`config.mk`:
```
export PLATFORM = sky130hd
export DESIGN_NAME = pwrmgr_slow_seq
export DESIGN_NICKNAME = d
export VERILOG_FILES = /design/src/rtl/pwrmgr_pkg.sv /design/src/rtl/pwrmgr_slow_seq.sv
export SDC_FILE = /design/constraint.sdc
export NUM_CORES = 1
export LEC_CHECK = 0
export ABC_AREA = 1
export BUFFER_PORTS_ARGS = -buffer_cell sky130_fd_sc_hd__buf_4
export CELL_PAD_IN_SITES_DETAIL_PLACEMENT = 2
export CELL_PAD_IN_SITES_GLOBAL_PLACEMENT = 2
export CORE_UTILIZATION = 25
export DETAILED_ROUTE_END_ITERATION = 7
export PLACE_DENSITY_LB_ADDON = 0.12
export SLEW_MARGIN = 30
export SYNTH_ARGS = -nofsm -noshare
export SYNTH_HDL_FRONTEND = slang
export SYNTH_SLANG_ARGS = --single-unit
```
`constraint.sdc`:
```
create_clock -name clk_i -period 1.5 [get_ports clk_i]
set_input_delay 0.15 -clock clk_i [delete_from_list [all_inputs] [get_ports clk_i]]
set_output_delay 0.15 -clock clk_i [all_outputs]
set_load 0.1 [all_outputs]
```
`src/rtl/pwrmgr_pkg.sv`:
```
// ---------------------------------------------------------------------------
// pwrmgr_pkg
//
// Shared types for the power manager.
//   pwrup_cause_e    : reason for the most recent power-up, published by the
//                      slow-domain sequencer to the fast domain.
//   slow_seq_state_e : state encoding of the slow-domain power sequencer,
//                      exported on its state_o debug port.
// ---------------------------------------------------------------------------
package pwrmgr_pkg;

    typedef enum logic [1:0] {
        Por   = 2'd0,
        Wake  = 2'd1,
        Reset = 2'd2
    } pwrup_cause_e;

    typedef enum logic [3:0] {
        StReset         = 4'd0,
        StMainPowerUp   = 4'd1,
        StClocksOn      = 4'd2,
        StClampOff      = 4'd3,
        StReqPwrUp      = 4'd4,
        StIdle          = 4'd5,
        StAckPwrDn      = 4'd6,
        StClampOn       = 4'd7,
        StClocksOff     = 4'd8,
        StMainPowerDown = 4'd9,
        StLowPower      = 4'd10
    } slow_seq_state_e;

    // The clamp dwell counter covers the full 1..255 range of ClampDelay.
    localparam int unsigned ClampCntWidth = $clog2(256);

endpackage

```
`src/rtl/pwrmgr_slow_seq.sv`:
```
// ---------------------------------------------------------------------------
// pwrmgr_slow_seq
//
// Slow-domain power sequencer. Responds to the fast-domain power FSM:
// acknowledges power-down requests, drives the AST main-power / clamp /
// clock-enable controls step by step while waiting on AST status, and
// requests power-up once power and clocks are back. The power-up cause is
// published as a value plus a toggle that the fast side edge-detects.
//
// Ports
//   clk_i                 slow always-on clock
//   rst_i                 synchronous active-high reset
//   req_pwrdn_i           fast-domain power-down request (synchronized)
//   ack_pwrup_i           fast-domain power-up acknowledge (synchronized)
//   wakeup_i              OR of masked wakeup requests
//   reset_req_i           OR of masked reset requests
//   main_pd_ni            config: 0 powers main down during low power
//   io_clk_en_i           config: keep io clock on during low power
//   core_clk_en_i         config: keep core clock on during low power
//   main_pok_i            AST main power good
//   io_clk_val_i          AST io clock valid
//   core_clk_val_i        AST core clock valid
//   req_pwrup_o           power-up request to fast side
//   ack_pwrdn_o           power-down acknowledge to fast side
//   pwrup_cause_toggle_o  flips once per power-up
//   pwrup_cause_o         cause of the latest power-up
//   main_pd_no            AST main power control (0 = power down)
//   pwr_clamp_o           AST isolation clamp
//   io_clk_en_o           AST io clock enable
//   core_clk_en_o         AST core clock enable
//   state_o               current state for debug
// ---------------------------------------------------------------------------
module pwrmgr_slow_seq
    import pwrmgr_pkg::*;
#(
    parameter int unsigned ClampDelay = 4
) (
    input  logic         clk_i,
    input  logic         rst_i,
    input  logic         req_pwrdn_i,
    input  logic         ack_pwrup_i,
    input  logic         wakeup_i,
    input  logic         reset_req_i,
    input  logic         main_pd_ni,
    input  logic         io_clk_en_i,
    input  logic         core_clk_en_i,
    input  logic         main_pok_i,
    input  logic         io_clk_val_i,
    input  logic         core_clk_val_i,
    output logic         req_pwrup_o,
    output logic         ack_pwrdn_o,
    output logic         pwrup_cause_toggle_o,
    output pwrup_cause_e pwrup_cause_o,
    output logic         main_pd_no,
    output logic         pwr_clamp_o,
    output logic         io_clk_en_o,
    output logic         core_clk_en_o,
    output logic [3:0]   state_o
);

    localparam logic [ClampCntWidth-1:0] ClampLoad = ClampCntWidth'(ClampDelay);

    slow_seq_state_e           state, state_next;
    logic [ClampCntWidth-1:0]  clamp_cnt, clamp_cnt_next;
    logic                      req_pwrup, req_pwrup_next;
    logic                      ack_pwrdn, ack_pwrdn_next;
    logic                      cause_toggle, cause_toggle_next;
    pwrup_cause_e              pwrup_cause, pwrup_cause_next;
    logic                      main_pd, main_pd_next;
    logic                      pwr_clamp, pwr_clamp_next;
    logic                      io_clk_en, io_clk_en_next;
    logic                      core_clk_en, core_clk_en_next;

    // State and every output are registered together, so an output changes
    // on exactly the edge that enters the state that owns it.
    always_ff @(posedge clk_i) begin
        if (rst_i) begin
            state        <= StReset;
            clamp_cnt    <= '0;
            req_pwrup    <= 1'b0;
            ack_pwrdn    <= 1'b0;
            cause_toggle <= 1'b0;
            pwrup_cause  <= Por;
            main_pd      <= 1'b1;
            pwr_clamp    <= 1'b1;
            io_clk_en    <= 1'b0;
            core_clk_en  <= 1'b0;
        end else begin
            state        <= state_next;
            clamp_cnt    <= clamp_cnt_next;
            req_pwrup    <= req_pwrup_next;
            ack_pwrdn    <= ack_pwrdn_next;
            cause_toggle <= cause_toggle_next;
            pwrup_cause  <= pwrup_cause_next;
            main_pd      <= main_pd_next;
            pwr_clamp    <= pwr_clamp_next;
            io_clk_en    <= io_clk_en_next;
            core_clk_en  <= core_clk_en_next;
        end
    end

    // Next-state and next-output logic. Outputs hold their value unless the
    // transition being taken changes them; config inputs are only looked at
    // on the transition into the state that applies them.
    always_comb begin
        state_next        = state;
        clamp_cnt_next    = clamp_cnt;
        req_pwrup_next    = req_pwrup;
        ack_pwrdn_next    = ack_pwrdn;
        cause_toggle_next = cause_toggle;
        pwrup_cause_next  = pwrup_cause;
        main_pd_next      = main_pd;
        pwr_clamp_next    = pwr_clamp;
        io_clk_en_next    = io_clk_en;
        core_clk_en_next  = core_clk_en;

        case (state)
            StReset: begin
                state_next   = StMainPowerUp;
                main_pd_next = 1'b1;
            end

            StMainPowerUp: begin
                if (main_pok_i) begin
                    state_next       = StClocksOn;
                    io_clk_en_next   = 1'b1;
                    core_clk_en_next = 1'b1;
                end
            end

            StClocksOn: begin
                if (io_clk_val_i && core_clk_val_i) begin
                    state_next     = StClampOff;
                    pwr_clamp_next = 1'b0;
                end
            end

            StClampOff: begin
                state_next        = StReqPwrUp;
                req_pwrup_next    = 1'b1;
                cause_toggle_next = ~cause_toggle;
            end

            StReqPwrUp: begin
                if (ack_pwrup_i) begin
                    state_next     = StIdle;
                    req_pwrup_next = 1'b0;
                end
            end

            // A power-down request is only honoured once the fast side has
            // dropped its power-up acknowledge.
            StIdle: begin
                if (!ack_pwrup_i && req_pwrdn_i) begin
                    state_next     = StAckPwrDn;
                    ack_pwrdn_next = 1'b1;
                end
            end

            StAckPwrDn: begin
                if (!req_pwrdn_i) begin
                    state_next     = StClampOn;
                    ack_pwrdn_next = 1'b0;
                    pwr_clamp_next = 1'b1;
                    clamp_cnt_next = ClampLoad;
                end
            end

            // Counter holds ClampDelay on the first cycle here; leaving when
            // it steps from 1 to 0 gives a dwell of exactly ClampDelay cycles.
            StClampOn: begin
                if (clamp_cnt != '0) begin
                    clamp_cnt_next = clamp_cnt - 1'b1;
                end
                if (clamp_cnt <= ClampCntWidth'(1)) begin
                    state_next       = StClocksOff;
                    io_clk_en_next   = io_clk_en_i;
                    core_clk_en_next = core_clk_en_i;
                end
            end

            StClocksOff: begin
                if ((io_clk_val_i == io_clk_en) && (core_clk_val_i == core_clk_en)) begin
                    state_next   = StMainPowerDown;
                    main_pd_next = main_pd_ni;
                end
            end

            StMainPowerDown: begin
                if (main_pok_i == main_pd) begin
                    state_next = StLowPower;
                end
            end

            // Reset requests take priority over wakeups when both arrive.
            StLowPower: begin
                if (reset_req_i || wakeup_i) begin
                    state_next       = StMainPowerUp;
                    pwrup_cause_next = reset_req_i ? Reset : Wake;
                    main_pd_next     = 1'b1;
                end
            end

            default: begin
                state_next = StReset;
            end
        endcase
    end

    assign req_pwrup_o          = req_pwrup;
    assign ack_pwrdn_o          = ack_pwrdn;
    assign pwrup_cause_toggle_o = cause_toggle;
    assign pwrup_cause_o        = pwrup_cause;
    assign main_pd_no           = main_pd;
    assign pwr_clamp_o          = pwr_clamp;
    assign io_clk_en_o          = io_clk_en;
    assign core_clk_en_o        = core_clk_en;
    assign state_o              = state;

endmodule

```
==> results of run 1 <==
[timing repair]
| action | in CTS | in global routing |
|---|---|---|
| endpoints found under the setup margin | 14 | 15 |
| pin swaps | 6 | 7 |
| buffers inserted | 1 | 1 |
| resized for setup | 10 | 11 |
| endpoints found under the hold margin | 0 | 0 |
| cloned | 0 | 0 |
[how the worst min path moves through the flow]
| stage | end | slack (ns) | cells past startpoint |
|---|---|---|---|
| floorplan | req_pwrup_o | 0.25 | 1 |
| global placement | req_pwrup_o | 0.38 | 2 |
| detailed placement | req_pwrup_o | 0.37 | 2 |
| CTS | req_pwrup_o | 0.07 | 2 |
| global route | req_pwrup_o | 0.09 | 2 |
| finish | req_pwrup_o | 0.08 | 2 |
[flip-flops by register name (all words and copies together), names as in the netlist]
signal	flops
ack_pwrdn_o	1
clamp_cnt	8
core_clk_en_o	1
io_clk_en_o	1
main_pd_no	1
pwr_clamp_o	1
pwrup_cause_o	2
pwrup_cause_toggle_o	1
req_pwrup_o	1
state_o	4
[worst reg2reg max path, stage by stage (launching register included)]
cell and delay, ns:
dfxtp_2 0.37, inv_2 0.06, ha_4 0.17, nand2_2 0.08
nor2_2 0.04, nand2_2 0.07, inv_4 0.04, nor2_4 0.24
buf_6 0.16, nor2_2 0.03, nor2_1 0.10, nor2_1 0.04
[through the flow]
| step | TNS [ns] | instance area [um^2] | hold slack (ns) | power [mW] | setup slack, ns |
|---|---|---|---|---|---|
| floorplan | -0.1079 | 1334 | 0.2511 | 2.548 | -0.03906 |
| global placement | -0.1298 | 1695 | 0.3798 | 3.072 | -0.04280 |
| detailed placement | -1.031 | 1695 | 0.3741 | 3.119 | -0.1431 |
| CTS | -0.05363 | 1783 | 0.06581 | 3.612 | -0.01909 |
| global route | -0.9696 | 1822 | 0.08623 | 3.866 | -0.1005 |
| finish | 0 | 1822 | 0.07624 | 3.604 | 0.003330 |
[power by group]
part | internal [mW] | total (mW) | switching [mW] | leakage, nW
clock | 0.189 | 0.419 | 0.230 | 0.0217
sequential | 0.722 | 0.897 | 0.175 | 0.174
combinational | 0.677 | 2.29 | 1.61 | 0.720
[synthesized netlist by cell type, types with 3 or more instances]
| cell | count |
|---|---|
| dfxtp_1 | 21 |
| a21oi_1 | 11 |
| o21ai_0 | 6 |
| nand2_1 | 58 |
| nor2_2 | 3 |
| o21ai_1 | 3 |
| nand3_1 | 11 |
| inv_2 | 6 |
| nor2_1 | 44 |
| xor2_1 | 4 |
| inv_1 | 21 |
[routing by layer]
metal  vias up  GRT usage  wire (um)
met5         -          0          0
met4         0    0.03846         40
met1       688     0.2154       2088
met3         5    0.02846         90
li1        742          -          -
met2        18     0.3141       2208
[kinds of logic after synthesis]
logic type / share of synthesized area
simple gates: 0.4118
compound gates: 0.1167
xor+xnor: 0.02700
fa+ha+maj: 0.01928
buf+inv: 0.1013
flops: 0.3240
[placed cells by master (no fill, tap or decap), drive strengths merged]
master	netlist	routed
clkinvlp	0	1
a21boi	1	1
xor2	4	4
nor2	48	48
a21oi	11	11
buf	2	43
o32a	1	1
nand3	12	12
a22oi	1	1
nand2	59	59
nor3	2	2
a21o	1	1
or2	2	2
dfxtp	21	21
a31oi	1	1
o21ai	10	10
nand4	1	1
nand3b	1	1
clkbuf	2	3
inv	27	28
ha	2	2
[cell type report]
class                   count  area (um^2)
fillers                   605         3027
repair buffers             43        330.3
multi-input cells         157        803.3
clock inverters             1        7.507
well taps                  67        83.83
flip-flops and latches     21        440.4
inverters                  28        115.1
clock buffers               3        41.29
==> results.json, run 1 <==
{
  "fin_cells": 320,
  "overflow": 0,
  "antenna_found_initial": 0,
  "start_kind": "register",
  "cts_buffers": 3,
  "drtPass1Iterations": 2,
  "rsz0062_at_grt": "true",
  "grt_pass1_wl_um": 7162,
  "cp_slowest_cell": "dfxtp_2",
  "core_area_um2": 4848,
  "final_util": 0.3757,
  "tritoncts": "done",
  "fp-row-count": 25,
  "ys_seq_area_frac": 0.3240,
  "cts_sinks": 21,
  "vias_per_cell": 4.541,
  "ir_drop_v": 0.0009097,
  "slowest_delay_ns": 0.37,
  "setup_viol": 0,
  "worst-r2r-cell-count": 11,
  "chipHeight_um": 74.04,
  "ys_types": 29,
  "crit_path_end_kind": "register",
  "hp-class": "input port to register",
  "dpl.hpwl_um": 3482,
  "drv_cap": 0,
  "maxSlewHeadroom": 0.7356,
  "clk_path_buf_depth": 2,
  "vias": 1453,
  "synth_area_leaders": "dfxtp_1 (32%), nand2_1 (17%), nor2_1 (13%)",
  "diodes": 0,
  "io_pins": 25,
  "fmax_mhz": 668.2,
  "p_leak_nw": 0.9157,
  "nets": 268,
  "drv_slew": 0,
  "crit_cells": 11,
  "die_w_um": 74.04,
  "grt_pass1_vias": 1459,
  "path_clk_slew_ns": 0.10,
  "ant_nets": 0,
  "io_buffers": 24,
  "wire_per_inst_um": 13.84,
  "status": "finished, final reports clean",
  "synth_top_area_cell": "dfxtp_1",
  "r2r_setup_slack_ns": 0.003,
  "drc": 0,
  "hold_viol_final": 0,
  "worstMarginPinSlew_ns": 0.3936,
  "grt_use_total": 0.1739,
  "path_buf_inv": 3,
  "fin_worst_skew_ns": 0.007883,
  "routed_wl_um": 4428,
  "worstSkewPairLatency_ns": 0.28,
  "worstReg2RegEnd": "clamp_cnt[7]",
  "drive_above_1_share": 0.3399,
  "period_minus_slack_ns": 1.497,
  "async_flop_share": 0,
  "gp_congestion": 0.7469,
  "synth_edf_count": 0,
  "initialDrtViolationCount": 47,
  "min-delay-start": "ack_pwrup_i",
  "synth_fp_nets": 224,
  "critPathTopFamily": "simple AND/OR/NAND/NOR gates",
  "initial_core_util": 0.2676,
  "cts_max_level": 1,
  "syn_area_um2": 1297,
  "cp.required_ns": 1.67,
  "worstPathCellList": "inv_2 > ha_4 > nand2_2 > nor2_2 > nand2_2 > inv_4 > nor2_4 > buf_6 > nor2_2 > nor2_1 > nor2_1",
  "fin_crit_sh": 0.9978,
  "synthCells": 210,
  "worst_r2r_startpoint": "clamp_cnt[0]",
  "ys_seq_elements": 21,
  "criticalPathCategory": "register to register",
  "root_buffer": "clkbuf_8",
  "synthFlopType": "dfxtp_1",
  "crit_start": "clamp_cnt[0]",
  "cp_data_arrival_time_ns": 1.67,
  "grt_max_degree": 14,
  "ys_warn_count": 0,
  "dp.cells": 314,
  "area_growth_pct": 40.41,
  "endpoint": "clamp_cnt[7]",
  "avgSynthCellArea_um2": 6.179,
  "synth_top_area_frac": 0.3240,
  "die_area_um2": 5482,
  "worstPathMaxFanout": 7,
  "p_per_area_nw_per_um2": 1979,
  "ctsHoldBuffers": 0
}
(Power assumes the default switching activity.)
==> run 2, diff against run 1 <==
--- a/config.mk
+++ b/config.mk
@@ -9,7 +9,7 @@
 export BUFFER_PORTS_ARGS = -buffer_cell sky130_fd_sc_hd__buf_4
 export CELL_PAD_IN_SITES_DETAIL_PLACEMENT = 2
 export CELL_PAD_IN_SITES_GLOBAL_PLACEMENT = 2
-export CORE_UTILIZATION = 25
+export CORE_UTILIZATION = 30
 export DETAILED_ROUTE_END_ITERATION = 7
 export PLACE_DENSITY_LB_ADDON = 0.12
 export SLEW_MARGIN = 30
==> constraint.sdc (replaced) <==
create_clock -name clk_i -period 1.9 [get_ports clk_i]
set_input_delay 0.19 -clock clk_i [delete_from_list [all_inputs] [get_ports clk_i]]
set_output_delay 0.19 -clock clk_i [all_outputs]
set_load 0.1 [all_outputs]
==> run 2 against run 1 <==
  * Utilization increased by 1.6 points
  * Wire length is 1.8% lower
  * Non-clock buffer count fell by 17
  * Highest routed layer unchanged
  * Register-to-register slack gained 0.21 ns
  * Final cell count decreased by 11%
==> results.json, run 2 (synthesis gave the netlist of run 1 again) <==
{
  "tns_ns": 0,
  "criticalPathCategory": "register to register",
  "cp_data_arrival_time_ns": 1.86,
  "io_pins": 25,
  "clk_path_buf_depth": 2,
  "grt_max_degree": 14,
  "fin_worst_skew_ns": 0.004324,
  "final_common_cell": "nand2_1",
  "largest_register_ffs": 8,
  "cts_resized": 1,
  "gp_congestion": 0.8267,
  "area_growth_pct": 23.34,
  "most-common-layout-cells": "nand2_1 (58), nor2_1 (44), buf_4 (26)",
  "vias_per_cell": 4.955,
  "p_leak_nw": 0.8075,
  "cts_sinks": 21,
  "cp.required_ns": 2.08,
  "overflow": 0,
  "start_kind": "register",
  "dp_slack_ns": 0.01311,
  "wire_per_inst_um": 15.21,
  "crit_path_end_kind": "register",
  "cts_buffers": 3,
  "rsz0062_at_grt": "false",
  "root_buffer": "clkbuf_8",
  "total_power_mw": 2.663,
  "die_w_um": 67.77,
  "period_minus_slack_ns": 1.688,
  "postCtsSetupBuffers": 0,
  "fmax_mhz": 592.5,
  "path_clk_slew_ns": 0.09,
  "drv_slew": 0,
  "initialDrtViolationCount": 23,
  "grt_pass1_vias": 1477,
  "status": "finished, final reports clean",
  "nets": 251,
  "initial_core_util": 0.3175,
  "worstSkewPairLatency_ns": 0.27,
  "die_area_um2": 4592,
  "hold_viol_final": 0,
  "cts_max_level": 1,
  "p_per_area_nw_per_um2": 1664,
  "routed_wl_um": 4350,
  "fin_cells": 286,
  "maxSlewHeadroom": 0.7337,
  "grt_pass1_wl_um": 7058,
  "diodes": 0,
  "ctsHoldBuffers": 0,
  "drtPass1Iterations": 4,
  "chipHeight_um": 67.77,
  "dp.cells": 282,
  "grt_use_total": 0.2084,
  "dpl.hpwl_um": 3335,
  "hp-class": "input port to register",
  "tritoncts": "done",
  "drc": 0,
  "core_area_um2": 4086,
  "fp-row-count": 23,
  "drv_cap": 0,
  "ant_nets": 0,
  "setup_viol": 0,
  "hold_slack_ns": 0.1023,
  "ir_drop_v": 0.0008335,
  "worstMarginPinSlew_ns": 0.3991,
  "io_buffers": 24,
  "largest_register": "clamp_cnt",
  "fin_crit_sh": 0.8884,
  "antenna_found_initial": 0,
  "setup_ws_ns": 0.2121,
  "drive_above_1_share": 0.2161,
  "worstPathMaxFanout": 10,
  "vias": 1417
}
==> run 2: cell type report <==
class / instances / area [um^2]
repair buffers: 26 / 195.2
inverters: 28 / 105.1
multi-input cells: 157 / 763.2
flip-flops and latches: 21 / 425.4
well taps: 50 / 62.56
clock buffers: 3 / 41.29
clock inverters: 1 / 7.507
fillers: 544 / 2486
==> run 2: path summary, 6_finish.rpt <==
kind / slack (ns) / end / start / depth (start not counted)
setup / recovery: 0.21 / clamp_cnt[0] / clamp_cnt[1] / 10
hold / removal: 0.10 / req_pwrup_o / ack_pwrup_i / 2
setup reg to reg: 0.21 / clamp_cnt[0] / clamp_cnt[1] / 10
hold reg to reg: 0.46 / pwrup_cause_toggle_o / pwrup_cause_toggle_o / 1
==> run 2: through the flow <==
step	instance area, um^2	util
after floorplan	1303	-
after global placement	1534	0.3754
after CTS	1588	0.3885
after global routing	1600	0.3916
final	1600	0.3916
after detailed placement	1534	0.3754
==> run 2: critical path: stages (launching register included) <==
cell and delay (ns):
dfxtp_1 0.39, inv_1 0.12, ha_4 0.19, nand2_1 0.09, nor2_1 0.05, nand2_1 0.06, clkinv_1 0.09, nor2_4 0.26
inv_2 0.11, a21oi_1 0.16, nor2_1 0.05
==> run 2: per-layer routing <==
metal	track usage	vias to the layer above	part of all wire
li1	-	703	-
met1	0.2576	687	0.45
met2	0.3738	23	0.51
met3	0.02027	4	0.029
met4	0.06383	0	0.011
met5	0	-	0
==> run 2: where the power goes <==
part           internal, mW  leakage [nW]  switching (mW)
clock network         0.149        0.0217           0.178
registers             0.547         0.172           0.147
logic                 0.412         0.614            1.23
==> run 3, diff against run 2 <==
--- a/config.mk
+++ b/config.mk
@@ -6,7 +6,7 @@
 export NUM_CORES = 1
 export LEC_CHECK = 0
 export ABC_AREA = 1
-export BUFFER_PORTS_ARGS = -buffer_cell sky130_fd_sc_hd__buf_4
+export BUFFER_PORTS_ARGS = -buffer_cell sky130_fd_sc_hd__clkbuf_2
 export CELL_PAD_IN_SITES_DETAIL_PLACEMENT = 2
 export CELL_PAD_IN_SITES_GLOBAL_PLACEMENT = 2
 export CORE_UTILIZATION = 30
==> run 3 against run 2 <==
  * Worst hold slack improved by 0.043 ns
  * Total power decreased by 3.0%
  * Worst setup slack got worse by 0.089 ns
  * First-iteration DRC count increased by 96%
  * Flip-flop and latch count unchanged
  * Utilization decreased by 1.7 points
  * Sequential power about the same
  * Critical path type unchanged
==> results.json, run 3 (synthesis gave the netlist of run 1 again) <==
{
  "pwr-share-seq": 0.268,
  "area_growth_pct": 18.03,
  "die_area_um2": 4592,
  "most-common-layout-cells": "nand2_1 (58), nor2_1 (43), clkbuf_2 (24)",
  "cts_sinks": 21,
  "root_buffer": "clkbuf_8",
  "multi_input_area_um2": 750.7,
  "clk_path_buf_depth": 2,
  "ir_drop_v": 0.0009035,
  "fin_worst_skew_ns": 0.001386,
  "chipHeight_um": 67.77,
  "nets": 252,
  "fmax_mhz": 562.7,
  "dp.cells": 283,
  "die_w_um": 67.77,
  "final_common_cell": "nand2_1",
  "final_util": 0.3748,
  "tns_ns": 0,
  "internal-power_mw": 1.050,
  "vias": 1417,
  "cp.required_ns": 2.07,
  "initialDrtViolationCount": 45,
  "worstMarginPinSlew_ns": 0.5472,
  "io_buffers": 24,
  "diodes": 0,
  "start_kind": "register",
  "ant_nets": 0,
  "fill_cells": 525,
  "largest_register": "clamp_cnt",
  "combPwrFrac": 0.607,
  "vias_per_cell": 4.937,
  "gp_congestion": 0.7721,
  "ctsHoldBuffers": 0,
  "switchingPower_mw": 1.534,
  "cts_buffers": 3,
  "maxSlewHeadroom": 0.6367,
  "path_clk_slew_ns": 0.09,
  "hp-class": "input port to register",
  "worstSkewPairLatency_ns": 0.27,
  "dpl.hpwl_um": 3528,
  "drive_above_1_share": 0.2194,
  "drc": 0,
  "routed_wl_um": 4353,
  "fin_area_um2": 1531,
  "cp_data_arrival_time_ns": 1.95,
  "wire_per_inst_um": 15.17,
  "hold_viol_final": 0,
  "worstPathMaxFanout": 6,
  "fp-row-count": 23,
  "regArea_um2": 425.4,
  "status": "finished, final reports clean",
  "period_minus_slack_ns": 1.777,
  "antenna_found_initial": 0,
  "drtPass1Iterations": 4,
  "grt_pass1_wl_um": 7044,
  "clock_power_share": 0.125,
  "core_area_um2": 4086,
  "switching_share": 0.5937,
  "overflow": 0,
  "fin_crit_sh": 0.9353,
  "crit_path_end_kind": "register",
  "drv_slew": 0,
  "dpl-instance-area_um2": 1481,
  "tritoncts": "done",
  "grt_max_degree": 12,
  "grt_pass1_vias": 1471,
  "r2r_setup_slack_ns": 0.12,
  "setup_viol": 0,
  "largest_register_ffs": 8,
  "drv_cap": 0,
  "p_leak_nw": 0.7948,
  "grt_use_total": 0.2128,
  "io_pins": 25,
  "cts_max_level": 1,
  "total_power_mw": 2.584,
  "criticalPathCategory": "register to register",
  "p_per_area_nw_per_um2": 1687,
  "fin_cells": 287,
  "initial_core_util": 0.3175
}
## run 3: final cells by class
cell class | count | share of cell area
flip-flops and latches | 21 | 0.2778
multi-input cells | 157 | 0.4902
clock buffers | 4 | 0.02941
well taps | 50 | 0.04085
inverters | 28 | 0.06863
repair buffers | 27 | 0.09314
## run 3: timing repair
action,4_1_cts,5_1_grt
endpoints found under the setup margin,0,3
resized for setup,0,2
setup buffers,0,0
endpoints found under the hold margin,0,0
## run 3: worst max-delay path, cell delays in order, from the launching register on
cell and delay, ns:
dfxtp_1 0.38, inv_1 0.10, ha_2 0.22, nand2_1 0.10
nor2_1 0.05, nand2_1 0.06, clkinv_1 0.07, nor2_2 0.24
buf_4 0.21, o21ai_2 0.06, o21ai_1 0.10, nor2_1 0.06
## run 3: metal layers
| metal | track usage | part of all wire | vias to the layer above |
|---|---|---|---|
| li1 | - | - | 702 |
| met1 | 0.2520 | 0.44 | 686 |
| met2 | 0.3762 | 0.51 | 23 |
| met3 | 0.02872 | 0.026 | 6 |
| met4 | 0.09309 | 0.018 | 0 |
| met5 | 0 | 0 | - |
## run 3: worst paths after layout
check | startpoint | endpoint | cells after the start
min | ack_pwrup_i | req_pwrup_o | 2
max | clamp_cnt[0] | clamp_cnt[1] | 11
max reg2reg | clamp_cnt[0] | clamp_cnt[1] | 11
min reg2reg | pwrup_cause_toggle_o | pwrup_cause_toggle_o | 1
## run 3: per-stage QoR
stage	setup slack (ns)	hold WS [ns]
2_1_floorplan	0.1261	0.2911
3_3_place_gp	0.2939	0.4079
3_5_place_dp	0.1298	0.4277
4_1_cts	0.1127	0.1372
5_1_grt	-0.02258	0.1415
6_report	0.1229	0.1450
## run 3: power groups by stage
stage	clock network (mW)	logic, mW	registers [mW]
6_report	0.324	1.57	0.692
5_1_grt	0.344	1.71	0.713
4_1_cts	0.332	1.58	0.694
3_5_place_dp	0	1.57	0.704
3_3_place_gp	0	1.51	0.697
2_1_floorplan	0	0.727	1.24
